--- config.mk ---
export PLATFORM = sky130hd
export DESIGN_NAME = vec_alu_seq
export DESIGN_NICKNAME = d
export VERILOG_FILES = /design/src/rtl/vec_alu_seq_pkg.sv /design/src/rtl/vec_elem_counter.sv /design/src/rtl/vec_alu_seq.sv
export SDC_FILE = /design/constraint.sdc
export NUM_CORES = 1
export LEC_CHECK = 0
export ABC_AREA = 1
export BUFFER_PORTS_ARGS = -buffer_cell sky130_fd_sc_hd__buf_2
export CAP_MARGIN = 25
export CORE_MARGIN = 3
export CORE_UTILIZATION = 40
export CTS_BUF_LIST = sky130_fd_sc_hd__clkbuf_16
export DETAILED_ROUTE_END_ITERATION = 8
export PLACE_DENSITY_LB_ADDON = 0.08
export REMOVE_ABC_BUFFERS = 1
export SLEW_MARGIN = 10
export SYNTH_ARGS = -nofsm -noshare
export SYNTH_HDL_FRONTEND = slang
export SYNTH_SLANG_ARGS = --single-unit
--- constraint.sdc ---
create_clock -name clk -period 3.2 [get_ports clk]
set_input_delay 0 -clock clk [delete_from_list [all_inputs] [get_ports clk]]
set_output_delay 0 -clock clk [all_outputs]
set_load 0.01 [all_outputs]
--- src/rtl/vec_alu_seq_pkg.sv ---
// vec_alu_seq_pkg: shared vector types, ALU encodings and SEW decode
package vec_alu_seq_pkg;
  typedef enum logic [1:0] {E8, E16, E32, E64} vsew_e;
  typedef enum logic [2:0] {OP_VV = 3'b001, OP_VX = 3'b010, OP_VI = 3'b100} op_type_e;
  localparam logic [5:0] ALU_VADD = 6'b000000;
  localparam logic [5:0] ALU_VAND = 6'b001001;
  localparam logic [5:0] ALU_VOR  = 6'b001010;
  localparam logic [5:0] ALU_VXOR = 6'b001011;
  typedef enum logic [1:0] {IDLE, RUN, DONE} state_e;
  function automatic logic [6:0] sew_bits(input logic [1:0] vsew);
    return 7'd8 << vsew;
  endfunction
endpackage

--- src/rtl/vec_elem_counter.sv ---
// vec_elem_counter: elem/chunk walk and bit-index generation for the ALU
module vec_elem_counter
  import vec_alu_seq_pkg::*;
#(
  parameter int LANE_WIDTH = 4
) (
  input  logic       clk,
  input  logic       resetn,
  input  logic       clear,
  input  logic       step,
  input  logic [1:0] vsew,
  input  logic [9:0] vl_eff,
  output logic [9:0] index,
  output logic [3:0] chunk,
  output logic [6:0] cw,
  output logic       last
);
  localparam logic [6:0] LANE = 7'(1 << LANE_WIDTH);
  logic [6:0] sew;
  logic [3:0] chunks;
  logic [9:0] elem;
  assign sew    = sew_bits(vsew);
  assign chunks = sew > LANE ? 4'(sew >> LANE_WIDTH) : 4'd1;
  assign cw     = sew > LANE ? LANE : sew;
  assign last   = elem == vl_eff - 10'd1 && chunk == chunks - 4'd1;
  // chunks are contiguous, so the bit index simply advances by cw per step
  always_ff @(posedge clk) begin
    if (!resetn || clear) begin
      elem  <= '0;
      chunk <= '0;
      index <= '0;
    end else if (step) begin
      index <= index + 10'(cw);
      chunk <= chunk == chunks - 4'd1 ? 4'd0 : chunk + 4'd1;
      elem  <= chunk == chunks - 4'd1 ? elem + 10'd1 : elem;
    end
  end
endmodule

--- src/rtl/vec_alu_seq.sv ---
// vec_alu_seq: sequences the single-lane vector ALU and packs its results
module vec_alu_seq
  import vec_alu_seq_pkg::*;
#(
  parameter int VLEN       = 128,
  parameter int LANE_WIDTH = 4
) (
  input  logic            clk,
  input  logic            resetn,
  input  logic            start_valid,
  output logic            start_ready,
  input  logic [9:0]      vl,
  input  logic [2:0]      vsew,
  input  logic [VLEN-1:0] vd_old,
  output logic            alu_run,
  output logic [9:0]      alu_index,
  output logic [3:0]      alu_in_reg_offset,
  input  logic [63:0]     alu_vd,
  output logic            res_valid,
  input  logic            res_ready,
  output logic [VLEN-1:0] result,
  output logic            err
);
  state_e state, next_state;
  logic [2:0] vsew_q;
  logic [9:0] vl_q, vlmax, vl_eff;
  logic [6:0] cw;
  logic [63:0] cw_mask;
  logic [VLEN-1:0] wr_mask, wr_data;
  logic accept, last;
  assign start_ready = state == IDLE;
  assign alu_run     = state == RUN;
  assign res_valid   = state == DONE;
  assign accept      = start_valid && start_ready;
  assign vlmax       = 10'(VLEN / 8) >> vsew[1:0];
  assign vl_eff      = vl < vlmax ? vl : vlmax;
  // a shift by 64 wraps to zero, so the subtract still yields an all-ones mask
  assign cw_mask     = (64'd1 << cw) - 64'd1;
  assign wr_mask     = VLEN'(cw_mask) << alu_index;
  assign wr_data     = VLEN'(alu_vd & cw_mask) << alu_index;
  vec_elem_counter #(.LANE_WIDTH(LANE_WIDTH)) u_cnt (
    .clk    (clk),
    .resetn (resetn),
    .clear  (accept),
    .step   (alu_run),
    .vsew   (vsew_q[1:0]),
    .vl_eff (vl_q),
    .index  (alu_index),
    .chunk  (alu_in_reg_offset),
    .cw     (cw),
    .last   (last)
  );
  always_ff @(posedge clk) state <= !resetn ? IDLE : next_state;
  always_comb begin
    next_state = state;
    unique case (state)
      IDLE:    next_state = accept ? ((vsew[2] || vl_eff == 10'd0) ? DONE : RUN) : IDLE;
      RUN:     next_state = last ? DONE : RUN;
      DONE:    next_state = res_ready ? IDLE : DONE;
      default: next_state = IDLE;
    endcase
  end
  always_ff @(posedge clk) begin
    if (!resetn) begin
      result <= '0;
      err    <= 1'b0;
      vsew_q <= '0;
      vl_q   <= '0;
    end else if (accept) begin
      result <= vd_old;
      err    <= vsew[2];
      vsew_q <= vsew;
      vl_q   <= vl_eff;
    end else if (alu_run) begin
      result <= (result & ~wr_mask) | wr_data;
    end else if (res_valid && res_ready) begin
      err <= 1'b0;
    end
  end
endmodule

==> flow_metrics.tcl, run 1 <==
set metrics [dict create \
    status "finished, final reports clean" \
    dieHeight_um 159 \
    drc_errors 0 \
    cts_tree "done" \
    dieArea_um2 25200 \
    cts_max_level 4 \
    coreArea_um2 22800 \
    yosys-top-cells-count "nand2_1, dfxtp_1, nand3_1" \
    vias 11000 \
    yosys-top-cells-area "dfxtp_1, nand2_1, nand3_1, inv_1, nor2_1" \
    min-delay-start "vd_old[127]" \
    drt-initial-drc-count 903 \
    place_hpwl_um 26700 \
    synth_cell_types 55 \
    post_cts_buffers 0 \
    critical_path.cell_chain "nand2_4, nor2_4, nand2_2, inv_2, nand2_1, nand2_1, o21ai_0, o21ai_0, a21oi_1, nor2_1" \
    start_util 0.409 \
    tightest_slew_ns 0.906 \
    p_clk_frac 0.368 \
    area_growth_pct 39.4 \
    p_seq_frac 0.400 \
    worstPathMaxFanout 21 \
    maxSlewHeadroom 0.395 \
    reg2reg_from "u_cnt.index[3]" \
    cp-start-kind "flop" \
    cts_hold_buf 137 \
    ys_seq_elements 164 \
    crit_slowest_cell "dfxtp_1" \
    p_sw_mw 1.86 \
    synth_edf_count 0 \
    hold_viol 0 \
    whs_ns 0.0266 \
    fin_skew_ns 0.0152 \
    ir_drop_mv 0.252 \
    worstSetupEndpointType "flop" \
    syn_area_um2 9320 \
    synth_top_area_share 0.352 \
    netSwitchingFraction 0.328 \
    clk_path_buf_depth 2 \
    crit_arrival_ns 2.79 \
    cpPeakStageDelay_ns 0.92 \
    final_antenna_net_count 0 \
    post_route_cells_drive_above_1_share 0.232 \
    setup_violations 0 \
    pre_cts_ws_ns 0.847 \
    pwr-share-comb 0.233 \
    fin_util 0.571 \
    clock-sinks 164 \
    power_mw 5.67 \
    cts_buffers 17 \
    finalCritPeriodShare 0.754 \
    grt_pass1_wl_um 56500 \
    path_clk_slew_ns 0.07 \
    grt_overflow 0 \
    synth_top_area_cell "dfxtp_1" \
    startpoint "u_cnt.index[3]" \
    antenna_found_initial 8 \
    avgRoutedWirePerCell_um 17.3 \
    finalWirelength_um 37400 \
    setup_slack_ns 0.786 \
    synth-seq-area-share 0.352 \
    postSynthAreaPerCell_um2 6.58 \
    routabilityCongestion 0.896 \
    async_reset_ff_frac 0 \
    max_freq_mhz 414 \
    p_int_mw 3.81 \
    fin_nets 2045 \
    period_needed_ns 2.41 \
    drv_cap 0 \
    grt_setup_unrepaired "false" \
    final.setup.tns_ns 0 \
    ios 355 \
    grt_max_degree 79 \
    slew_viol_final 0 \
    grt_pass1_vias 10500 \
    clock_latency_ns 0.44 \
    synthMostInstantiatedCell "nand2_1" \
    reg2reg_slack_ns 0.79 \
    critical_path_class "flop to flop" \
    p_leak_nw 6.34 \
    hold_path_class "input pin to flop" \
    die_w_um 159 \
    cts_resized 0 \
    synthCells 1418 \
    cp.required_ns 3.57 \
    cts-root-buf "clkbuf_16" \
    rows 55 \
    ys.flop_type "dfxtp_1" \
    p_per_area_nw_per_um2 436 \
    port_buffers 305 \
    drt-vias-per-instance 5.11 \
    drt_first_pass_iters 5 \
    ys_warn_count 0 \
    track_usage 0.286 \
]
==> path summary, 6_finish.rpt <==
path,to,depth (start not counted)
setup / recovery,result[39],10
hold / removal,result[127],4
setup reg to reg,result[39],10
hold reg to reg,vl_q[9],2
==> power by group through the flow <==
stage / registers, mW / clock network (mW) / logic, mW
final: 2.26 / 2.08 / 1.32
after floorplan: 2.36 / 0 / 0.604
after detailed placement: 2.31 / 0 / 1.18
after global routing: 2.28 / 2.18 / 1.46
after global placement: 2.31 / 0 / 1.17
after CTS: 2.26 / 2.11 / 1.31
==> final cells by class <==
class	instances	area, µm²
tap	313	392
clock inverter	15	146
multi-input combinational	1031	5100
fill	2270	9780
sequential	164	3280
antenna	8	20.0
inverter	148	562
timing repair buffer	463	3070
clock buffer	17	425
==> registers in the layout, indices dropped and copies added, names as in the netlist <==
signal,flops
err,1
result,128
state,2
u_cnt.chunk,4
u_cnt.elem,10
u_cnt.index,7
vl_q,10
vsew_q,2
==> per-layer routing <==
layer	vias up	routed length, µm	GRT usage
li1	5474	-	-
met1	5010	15900	0.368
met2	471	17500	0.472
met3	80	2790	0.0606
met4	2	1180	0.107
met5	-	13	0
==> per-stage QoR <==
step | area, µm² | instances
6_report | 13000 | 2159
3_3_place_gp | 11000 | 1982
5_1_grt | 13000 | 2157
4_1_cts | 13000 | 2151
3_5_place_dp | 11000 | 1982
2_1_floorplan | 8940 | 1343
==> cell families after synthesis <==
family,share of synthesized area
fa+ha+maj,0.0156
xor+xnor,0.0129
other cells,0.000402
flops,0.352
simple gates,0.339
compound gates,0.178
buf+inv,0.102
==> critical path: cells and delay by family, from the launching register on <==
kind	cells	cell delay, ns
AO/OA/AOI/OAI	3	0.53
buffers and inverters	1	0.19
flip-flops	1	0.92
AND/OR/NAND/NOR	6	0.70
==> placed cells by master, fill, tap and decap left out, types with 39 or more instances in the layout <==
master and instances:
nand3_1 130, a21oi_1 54, inv_1 127, dfxtp_1 163
buf_2 305, nand2_1 423, nor2_1 125, o21ai_0 74
o211ai_1 39, dlygate4sd3_1 137
(Power assumes the default switching activity.)
==> inputs of run 2 (changes only) <==
==> constraint.sdc (replaced) <==
create_clock -name clk -period 2.5 [get_ports clk]
set_input_delay 0 -clock clk [delete_from_list [all_inputs] [get_ports clk]]
set_output_delay 0 -clock clk [all_outputs]
set_load 0.01 [all_outputs]
==> run 2 against run 1 <==
Against the previous run:
- total power increased by 28%
- clock power increased by 27%
- critical path depth unchanged
- design area increased by 0.60%
- maximum frequency increased by 3.6%
- core utilization increased by 0.34 points
- sequential power increased by 28%
- critical endpoint is now result[10]
- largest cell class unchanged
- largest power group unchanged
==> flow_metrics.tcl, run 2 (synthesized netlist as in run 1, its figures left out) <==
set metrics [dict create \
    path_clk_slew_ns 0.07 \
    post_route_cells_drive_above_1_share 0.235 \
    cts_buffers 17 \
    dieHeight_um 159 \
    maxSlewHeadroom 0.459 \
    grt_overflow 0 \
    drv_cap 0 \
    worstPathMaxFanout 16 \
    clock_latency_ns 0.44 \
    slew_viol_final 0 \
    fin_cells 2167 \
    vias 11100 \
    hold_path_class "input pin to flop" \
    cp.required_ns 2.88 \
    final_common_cell "nand2_1" \
    reg2reg_slack_ns 0.17 \
    routabilityCongestion 0.891 \
    startpoint "vsew_q[1]" \
    crit_arrival_ns 2.71 \
    status "finished, final reports clean" \
    reg2reg_from "vsew_q[1]" \
    dieArea_um2 25200 \
    area_growth_pct 40.2 \
    grt_pass1_vias 10600 \
    grt_max_degree 83 \
    drt-vias-per-instance 5.14 \
    grt_setup_unrepaired "false" \
    cp_common_cell "nand3_1" \
    clock-sinks 164 \
    final_antenna_net_count 0 \
    final.setup.tns_ns 0 \
    cts-root-buf "clkbuf_16" \
    regMostFlops "result" \
    p_leak_nw 6.38 \
    drc_errors 0 \
    power_mw 7.25 \
    crit_buf_inv 2 \
    ir_drop_mv 0.384 \
    p_per_area_nw_per_um2 554 \
    tightest_slew_ns 0.807 \
    avgRoutedWirePerCell_um 17.4 \
    worstSetupEndpoint "result[10]" \
    start_util 0.409 \
    die_w_um 159 \
    finalWirelength_um 37700 \
    rows 55 \
    period_needed_ns 2.33 \
    reg2reg_to "result[10]" \
    fin_nets 2052 \
    largest_register_ffs 128 \
    cp.depth 10 \
    place_hpwl_um 26900 \
    cts_resized 0 \
    port_buffers 305 \
    ios 355 \
    fin_area_um2 13100 \
    cp-start-kind "flop" \
    crit_slowest_cell "o21ai_1" \
    dp.cells 1989 \
    critical_path.cell_chain "inv_2, nand2_2, ha_1, nor2_4, nand3_1, o21ai_1, nand3_1, o211ai_1, nand2_1, inv_1" \
    clk_path_buf_depth 2 \
    crit_family "simple AND/OR/NAND/NOR gates" \
    drt-initial-drc-count 971 \
    max_freq_mhz 429 \
    cts_max_level 4 \
    rr_worst_depth 10 \
    track_usage 0.292 \
    antenna_found_initial 9 \
    worstSetupEndpointType "flop" \
    placed_area_um2 11100 \
    setup_violations 0 \
    fin_skew_ns 0.0159 \
    grt_pass1_wl_um 57500 \
    drt_first_pass_iters 5 \
    cpPeakStageDelay_ns 0.42 \
    hold_viol 0 \
    coreArea_um2 22800 \
    layout_common_cells "nand2_1, buf_2, dfxtp_1, dlygate4sd3_1, nand3_1" \
    critical_path_class "flop to flop" \
    finalCritPeriodShare 0.932 \
    reg.largest.list "result (128), u_cnt.elem (10), vl_q (10)" \
    cts_tree "done" \
]
==> run 2: timing repair <==
item	in CTS	in global routing
setup endpoints to repair	0	0
endpoints found under the hold margin	137	0
setup buffers	0	0
hold buffers	137	0
==> run 2: worst reg2reg max path: stages, from the launching register on <==
cell	delay (ns)
dfxtp_1	0.36
inv_2	0.12
nand2_2	0.08
ha_1	0.23
nor2_4	0.33
nand3_1	0.12
o21ai_1	0.42
nand3_1	0.22
o211ai_1	0.23
nand2_1	0.09
inv_1	0.07
==> run 2: cell type report <==
cell class                 instances  area, µm²
inverter                         148        562
clock inverter                    15        151
sequential                       164       3280
fill                            2277       9700
tap                              313        392
antenna                            9       22.5
clock buffer                      17        425
timing repair buffer             470       3130
multi-input combinational       1031       5100
==> run 2: worst min path at each step <==
stage | startpoint | endpoint | slack, ns | cells past startpoint
final | vd_old[67] | result[67] | 0.01 | 7
after global routing | vd_old[67] | result[67] | 0.06 | 7
after CTS | vd_old[67] | result[67] | 0.003 | 7
after detailed placement | vd_old[84] | result[84] | 0.20 | 3
after global placement | vd_old[84] | result[84] | 0.20 | 3
after floorplan | resetn | result[0] | 0.1 | 2
==> run 2: through the flow <==
stage               utilization  setup WS [ns]  hold WS (ns)
finish                    0.574          0.170        0.0117
global placement          0.487          0.214         0.201
CTS                       0.573          0.234       0.00279
floorplan                     -          -1.52        0.0976
detailed placement        0.488          0.281         0.200
global route              0.574         0.0166        0.0570
==> run 2: report_power, final <==
group          internal (mW)  switching, mW
combinational          0.689           1.02
clock                   1.40           1.25
sequential              2.79          0.112
==> run 2: metal layers <==
layer  routed length, µm  global-route usage  up-vias  part of all wire
met1               16000               0.381     5124              0.42
met4                1030               0.100        2             0.027
met5                  13                   0        -           0.00034
met3                2920              0.0641       72             0.077
li1                    -                   -     5483                 -
met2               17700               0.479      449              0.47
